File: src/rtl/fir_mac_sequencer.sv
// fir_mac_sequencer: time-multiplexed FIR, one signed MAC stepped over TAPS coefficients per sample.
module fir_mac_sequencer #(
  parameter int TAPS   = 8,
  parameter int DATA_W = 8,
  parameter int COEF_W = 8,
  parameter int OUT_W  = 16
) (
  input  logic                        clk,
  input  logic                        reset,
  input  logic                        in_valid,
  output logic                        in_ready,
  input  logic signed [DATA_W-1:0]    data_in,
  input  logic                        coef_we,
  input  logic [$clog2(TAPS)-1:0]     coef_addr,
  input  logic signed [COEF_W-1:0]    coef_data,
  output logic                        coef_err,
  output logic                        out_valid,
  input  logic                        out_ready,
  output logic signed [OUT_W-1:0]     data_out
);
  localparam int AW    = $clog2(TAPS);
  localparam int PW    = DATA_W + COEF_W;
  localparam int ACC_W = PW + AW;
  localparam logic signed [ACC_W-1:0] SAT_HI = {{(ACC_W-OUT_W+1){1'b0}}, {(OUT_W-1){1'b1}}};
  localparam logic signed [ACC_W-1:0] SAT_LO = {{(ACC_W-OUT_W+1){1'b1}}, {(OUT_W-1){1'b0}}};
  typedef enum logic [1:0] {IDLE, MAC, OUT} state_t;
  state_t state, state_n;
  logic signed [DATA_W-1:0] hist [TAPS];
  logic signed [COEF_W-1:0] coef [TAPS];
  logic [AW-1:0] wr_ptr, k;
  logic signed [ACC_W-1:0] acc;
  logic signed [PW-1:0] prod;
  logic accept;
  assign accept    = state == IDLE && in_valid;
  assign in_ready  = state == IDLE;
  assign out_valid = state == OUT;
  // wr_ptr already points past the newest sample while in MAC
  assign prod      = hist[wr_ptr - AW'(1) - k] * coef[k];
  assign data_out  = acc > SAT_HI ? OUT_W'(SAT_HI) : acc < SAT_LO ? OUT_W'(SAT_LO) : acc[OUT_W-1:0];
  always_ff @(posedge clk)
    if (reset) state <= IDLE;
    else state <= state_n;
  always_comb begin
    state_n = state;
    state_n = state == IDLE ? (in_valid ? MAC : IDLE)
            : state == MAC  ? (k == AW'(TAPS-1) ? OUT : MAC)
            : (out_ready ? IDLE : OUT);
  end
  always_ff @(posedge clk) begin
    if (reset) begin
      wr_ptr   <= '0;
      k        <= '0;
      acc      <= '0;
      coef_err <= 1'b0;
      for (int i = 0; i < TAPS; i++) begin
        hist[i] <= '0;
        coef[i] <= '0;
      end
    end else begin
      if (coef_we && state == IDLE) coef[coef_addr] <= coef_data;
      if (coef_we && state != IDLE) coef_err <= 1'b1;
      if (accept) begin
        hist[wr_ptr] <= data_in;
        wr_ptr       <= wr_ptr + AW'(1);
        acc          <= '0;
        k            <= '0;
      end else if (state == MAC) begin
        acc <= acc + {{AW{prod[PW-1]}}, prod};
        k   <= k + AW'(1);
      end
    end
  end
endmodule

File: config.mk
export PLATFORM = sky130hd
export DESIGN_NAME = fir_mac_sequencer
export DESIGN_NICKNAME = d
export VERILOG_FILES = /design/src/rtl/fir_mac_sequencer.sv
export SDC_FILE = /design/constraint.sdc
export NUM_CORES = 1
export LEC_CHECK = 0
export BUFFER_PORTS_ARGS = -buffer_cell sky130_fd_sc_hd__buf_2
export CORE_MARGIN = 5
export CORE_UTILIZATION = 50
export CTS_CLUSTER_SIZE = 40
export DETAILED_ROUTE_END_ITERATION = 10
export PLACE_DENSITY = 0.69
export SLEW_MARGIN = 10
export SYNTH_ARGS = -nofsm -noshare
export SYNTH_HDL_FRONTEND = slang
export SYNTH_SLANG_ARGS = --single-unit
File: constraint.sdc
create_clock -name clk -period 12.8 [get_ports clk]
set_clock_uncertainty 0.1 [all_clocks]
set_input_delay 1.92 -clock clk [delete_from_list [all_inputs] [get_ports clk]]
set_output_delay 1.92 -clock clk [all_outputs]
set_load 0.03 [all_outputs]
Word level (Yosys, flattened, before mapping)
Memory sizes are Yosys's and may differ from the RTL's. A register that Yosys moved wholly into a read port is not among the register bits.
Cells that the tools add are included.
{"block": "totals", "out_inout_bits": 19, "n_memories": 2, "word_cells": 49, "ramBits": 128, "ff_bits": 28, "inputBits": 24}
{"memory": "coef", "words": 8, "word_bits": 8, "rd": 1, "rd_ports_with_merged_regs": 1, "wr": 8, "line": "29", "source": "logic signed [COEF_W-1:0] coef [TAPS];"}
{"memory": "hist", "words": 8, "word_bits": 8, "rd": 1, "rd_ports_with_merged_regs": 0, "wr": 8, "line": "28", "source": "logic signed [DATA_W-1:0] hist [TAPS];"}
{"block": "classes", "addsub": 5, "n_eq_ne": 3, "mux": 23, "multipliers": 1, "n_lt_le_gt_ge": 2, "n_reduce_logical": 8}
{"cell": "$mux W16", "n": 2}
{"cell": "$add A19 B19 Y19", "n": 1}
{"cell": "$gt A19 B16 Y1 const B", "n": 1}
{"cell": "$lt A19 B16 Y1 const B", "n": 1}
{"cell": "$mul A8 B8 Y16", "n": 1}
{"cell": "$mux W8", "n": 2}
{"cell": "$reduce_or A8 Y1", "n": 2}
{"cell": "$mux W3", "n": 4}
{"cell": "$mux W1", "n": 11}
{"cell": "$mux W2", "n": 4}
{"cell": "$add A3 B1 Y3 const B", "n": 2}
{"cell": "$eq A3 B3 Y1 const B", "n": 1}
{"cell": "$logic_and A1 B1 Y1", "n": 3}
{"cell": "$sub A3 B1 Y3 const B", "n": 1}
{"cell": "$sub A3 B3 Y3", "n": 1}
{"cell": "$eq A2 B1 Y1 const B", "n": 1}
{"cell": "$eq A2 B2 Y1 const B", "n": 1}
{"cell": "$logic_not A2 Y1", "n": 1}
{"cell": "$reduce_bool A2 Y1", "n": 1}
{"cell": "$reduce_or A2 Y1", "n": 1}

Logic depth before layout (Yosys ltp)
{"block": "depth", "depth_word": 7, "depth_mapped": 34, "mapped_depth_nobuf": 32}

Worst setup path before layout
Ideal clock, no wire load.
{"block": "synth_path", "path_kind": "reg-to-reg", "startpoint": "register k[0]", "endpoint": "register acc[18]", "n_path_buf": 0, "t_arrival_ps": 7153, "slack_ps": 5417, "path_stages_with_launch": 30, "path_cell_list": "dfxtp_1 > inv_1 > ha_1 > fa_1 > xor2_4 > xnor2_4 > mux4_1 > mux2i_4 > or2_1 > inv_1 > fa_1 > inv_1 > fa_1 > fa_1 > fa_1 > inv_1 > ha_1 > a21oi_1 > o21ai_0 > a311o_1 > a21o_1 > nand2_2 > ha_1 > a21oi_1 > o2111ai_1 > a221oi_1 > o21ai_0 > a211oi_1 > nand4b_1 > o31ai_2"}
{"block": "synth_between", "elab_chain_cells": 4}
{"element": "from (decl)", "line": "30", "source": "logic [AW-1:0] wr_ptr, k;"}
{"element": "from (signal assigned)", "line": "69", "source": "k <= k + AW'(1);"}
{"element": "$sub A3 B3 Y3", "line": "38", "source": "assign prod = hist[wr_ptr - AW'(1) - k] * coef[k];"}
{"element": "$mem_v2 Z8 W8"}
{"element": "$mul A8 B8 Y16", "line": "38"}
{"element": "$add A19 B19 Y19", "line": "68", "source": "acc <= acc + {{AW{prod[PW-1]}}, prod};"}
{"element": "to (signal assigned)", "line": "68"}
{"element": "to (decl)", "line": "31", "source": "logic signed [ACC_W-1:0] acc;"}
No other way between the ends.
A chain may end at the register's enable or synchronous reset.

Worst setup path in the final report
Same ends and word-level chain as after synthesis.

==> results.txt <==
hold path depth - 2
sequential area share after synthesis - 0.4214
worst r2r path cells - 29
number of synthesized register bits - 159
worst skew pair latency - 0.43 ns
number of synthesized flops with an enable pin - 128
Die Footprint - 24200 µm²
HP Class - flop to flop
Worst Tran Pin Value - 1.093 ns
die height - 155.6 µm
drt pass-1 iters - 5
share of layout cells above drive strength 1 - 0.1566
Post-Synth XOR/XNOR Area - 0.02917
CTS sink cnt - 159
CP endpoint kind - flop
CP arrival - 8.47 ns
# hold bufs at CTS - 0
period utilisation layout - 0.6444
WL/cell - 18.06 µm
Distinct cells, synth - 60
critical path type - flop to flop
Async S/R FF share, synth - 0
grt total ovfl - 0
RSZ-0062 raised after global routing - no
main combinational cell family by area after synthesis - simple AND/OR/NAND/NOR gates
first-pass GRT wire length - 37.05 mm
Peak VDD IR - 0.1680 mV
Starting DRT DRC Count - 433
via count - 6729
# rows - 53
largest net degree at the start of global routing - 28
deepest clock path buffer count - 2
fmax - 121.2 MHz
DR DRC count - 0
worst-path fanout max - 16
Tmin final - 8.248 ns
count leader, synth - and2_1
share of the synthesized area in the top cell type - 0.3628
nets - 1097
Avg Cell Area, Syn - 11.53 µm²
FF+latch area - 4464 µm²
Final Max Slew Viols - 0
Yosys top cell by area - edfxtp_1
H-tree lvl count - 4
final wirelength - 22.61 mm
vias in the first global route - 7072
PostCTS Resize Cnt - 0
CTS tree - built
synth top area cells - edfxtp_1 (36%), fa_1 (11%), and2_1 (7.9%), ha_1 (6.0%), mux4_2 (6.0%)
leakage - 0.004869 µW
CTS root buf - clkbuf_16
Final Hold Viols - 0
Post-Syn Nets - 1052
final core utilization - 0.5577
met3 usage - 0.03218
Detail Placement HPWL - 16.45 mm
PwrDens - 239.7 nW/µm²
mux contribution to synthesized area - 0.09400
initial core utilization - 0.5056
status - completed
Primary FF master, synth - edfxtp_1
synth warn - 0
Crit path required time - 13.03 ns
GRT Resource Usage Total - 0.1966
adder-cell area share of the yosys netlist - 0.1698
Compound-Gate Fraction of Synth Area - 0.06767
busiest grt layer - met2
max-cap check violation count - 0
CTS Buf Count - 17
DIE WIDTH - 155.6 µm
Startpoint Class - flop
GR met1 Demand/Resource - 0.2528
CP max stage delay - 0.59 ns
routability cong. - 0.8469
CP max-delay cell - fa_1
area grow syn2layout - 10.30%
# IOs - 43
Synth Cell Area - 10600 µm²
PortBufs - 42
Mapped Cells - 919
GR Util met2 - 0.3412
CP most frequent cell - fa_1
simple-gate share of the synthesized area - 0.1704
Antenna Nets Post-Route - 0
setup_tns - 0 ns
antenna violations before repair - 0
endpoints failing setup - 0
Filler cells - 1805
via/cell ratio - 5.375
Rel. slew slack - 0.2689
postcts setup bufs - 0
core area - 20960 µm²
clk slew on worst S/H paths - 0.07 ns
Multi-input gate area - 5627 µm²
Antenna Cells - 0
Commonest cells post-synth - and2_1 (134), edfxtp_1 (128), inv_1 (103)
registers in the layout (all words and copies together), names as in the netlist, named ones only:
name      cells
coef         64
hist         64
acc          19
k             3
wr_ptr        3
state         2
coef_err      1
final timing paths:
check / from / endpoint / slack (ns)
hold / removal: coef_err / coef_err / 0.37
hold reg to reg: coef_err / coef_err / 0.37
setup reg to reg: k[0] / acc[18] / 4.55
setup / recovery: k[0] / acc[18] / 4.55
cells in the final DEF, fill, tap and decap left out, drive strengths merged, types with 3 or more instances in the layout:
master	count
and2	134
mux2i	16
nand2b	12
a211oi	4
a21oi	39
nor2	73
fa	58
o31ai	3
nand4	4
buf	50
ha	51
nor3	8
dfxtp	31
o21a	17
edfxtp	128
o21bai	6
a311o	3
nand3	13
xnor2	20
clkbuf	17
a21o	11
clkinv	3
nand2	45
nor2b	3
or2	29
inv	111
o21ai	17
xor2	11
clkinvlp	3
mux4	32
cell families after synthesis:
family	count (synthesis)
DFF	159
xor gates and xnor gates	31
and+or+nand+nor	335
buffers and inverters	127
muxes	48
adders and majority gates	109
AOI/OAI and AO/OA	110
worst max-delay path, delay by kind of cell (launching register included):
family,cells,cell delay [ns]
fa+ha+maj,8,3.41
compound gates,10,2.04
mux,2,0.71
xor+xnor,2,0.70
simple gates,3,0.47
flops,1,0.38
buf+inv,4,0.33
metal layers:
metal,share of wire,vias up
met4,0.020,0
met5,0,-
met3,0.036,38
li1,-,3239
met1,0.43,3303
met2,0.51,149
report_power, final:
group	switching [µW]	internal [µW]	leakage [µW]
Clock	240	278	0.000282
Sequential	28.4	596	0.00158
Combinational	1010	645	0.00301
Total	1280	1520	0.00487
area by class of cell:
type	count	area share
Multi-Input combinational cell	633	0.4815
Clock inverter	15	0.01445
Tap cell	275	0.02944
Inverter	103	0.03308
Sequential cell	159	0.3820
Clock buffer	17	0.03640
Timing Repair Buffer	50	0.02313
metrics by stage:
stage | cells | hold slack [ns] | worst slack [ns] | total power (µW) | instance area, µm²
detailed placement | 1220 | 0.3552 | 4.536 | 2294 | 11090
global route | 1252 | 0.3982 | 3.970 | 3036 | 11690
finish | 1252 | 0.3652 | 4.552 | 2802 | 11690
floorplan | 919 | 0.3494 | 5.417 | 1948 | 10600
CTS | 1252 | 0.3713 | 4.517 | 2814 | 11690
global placement | 1220 | 0.3499 | 4.754 | 2273 | 11090
No activity file was read; power rests on OpenSTA's default activity.
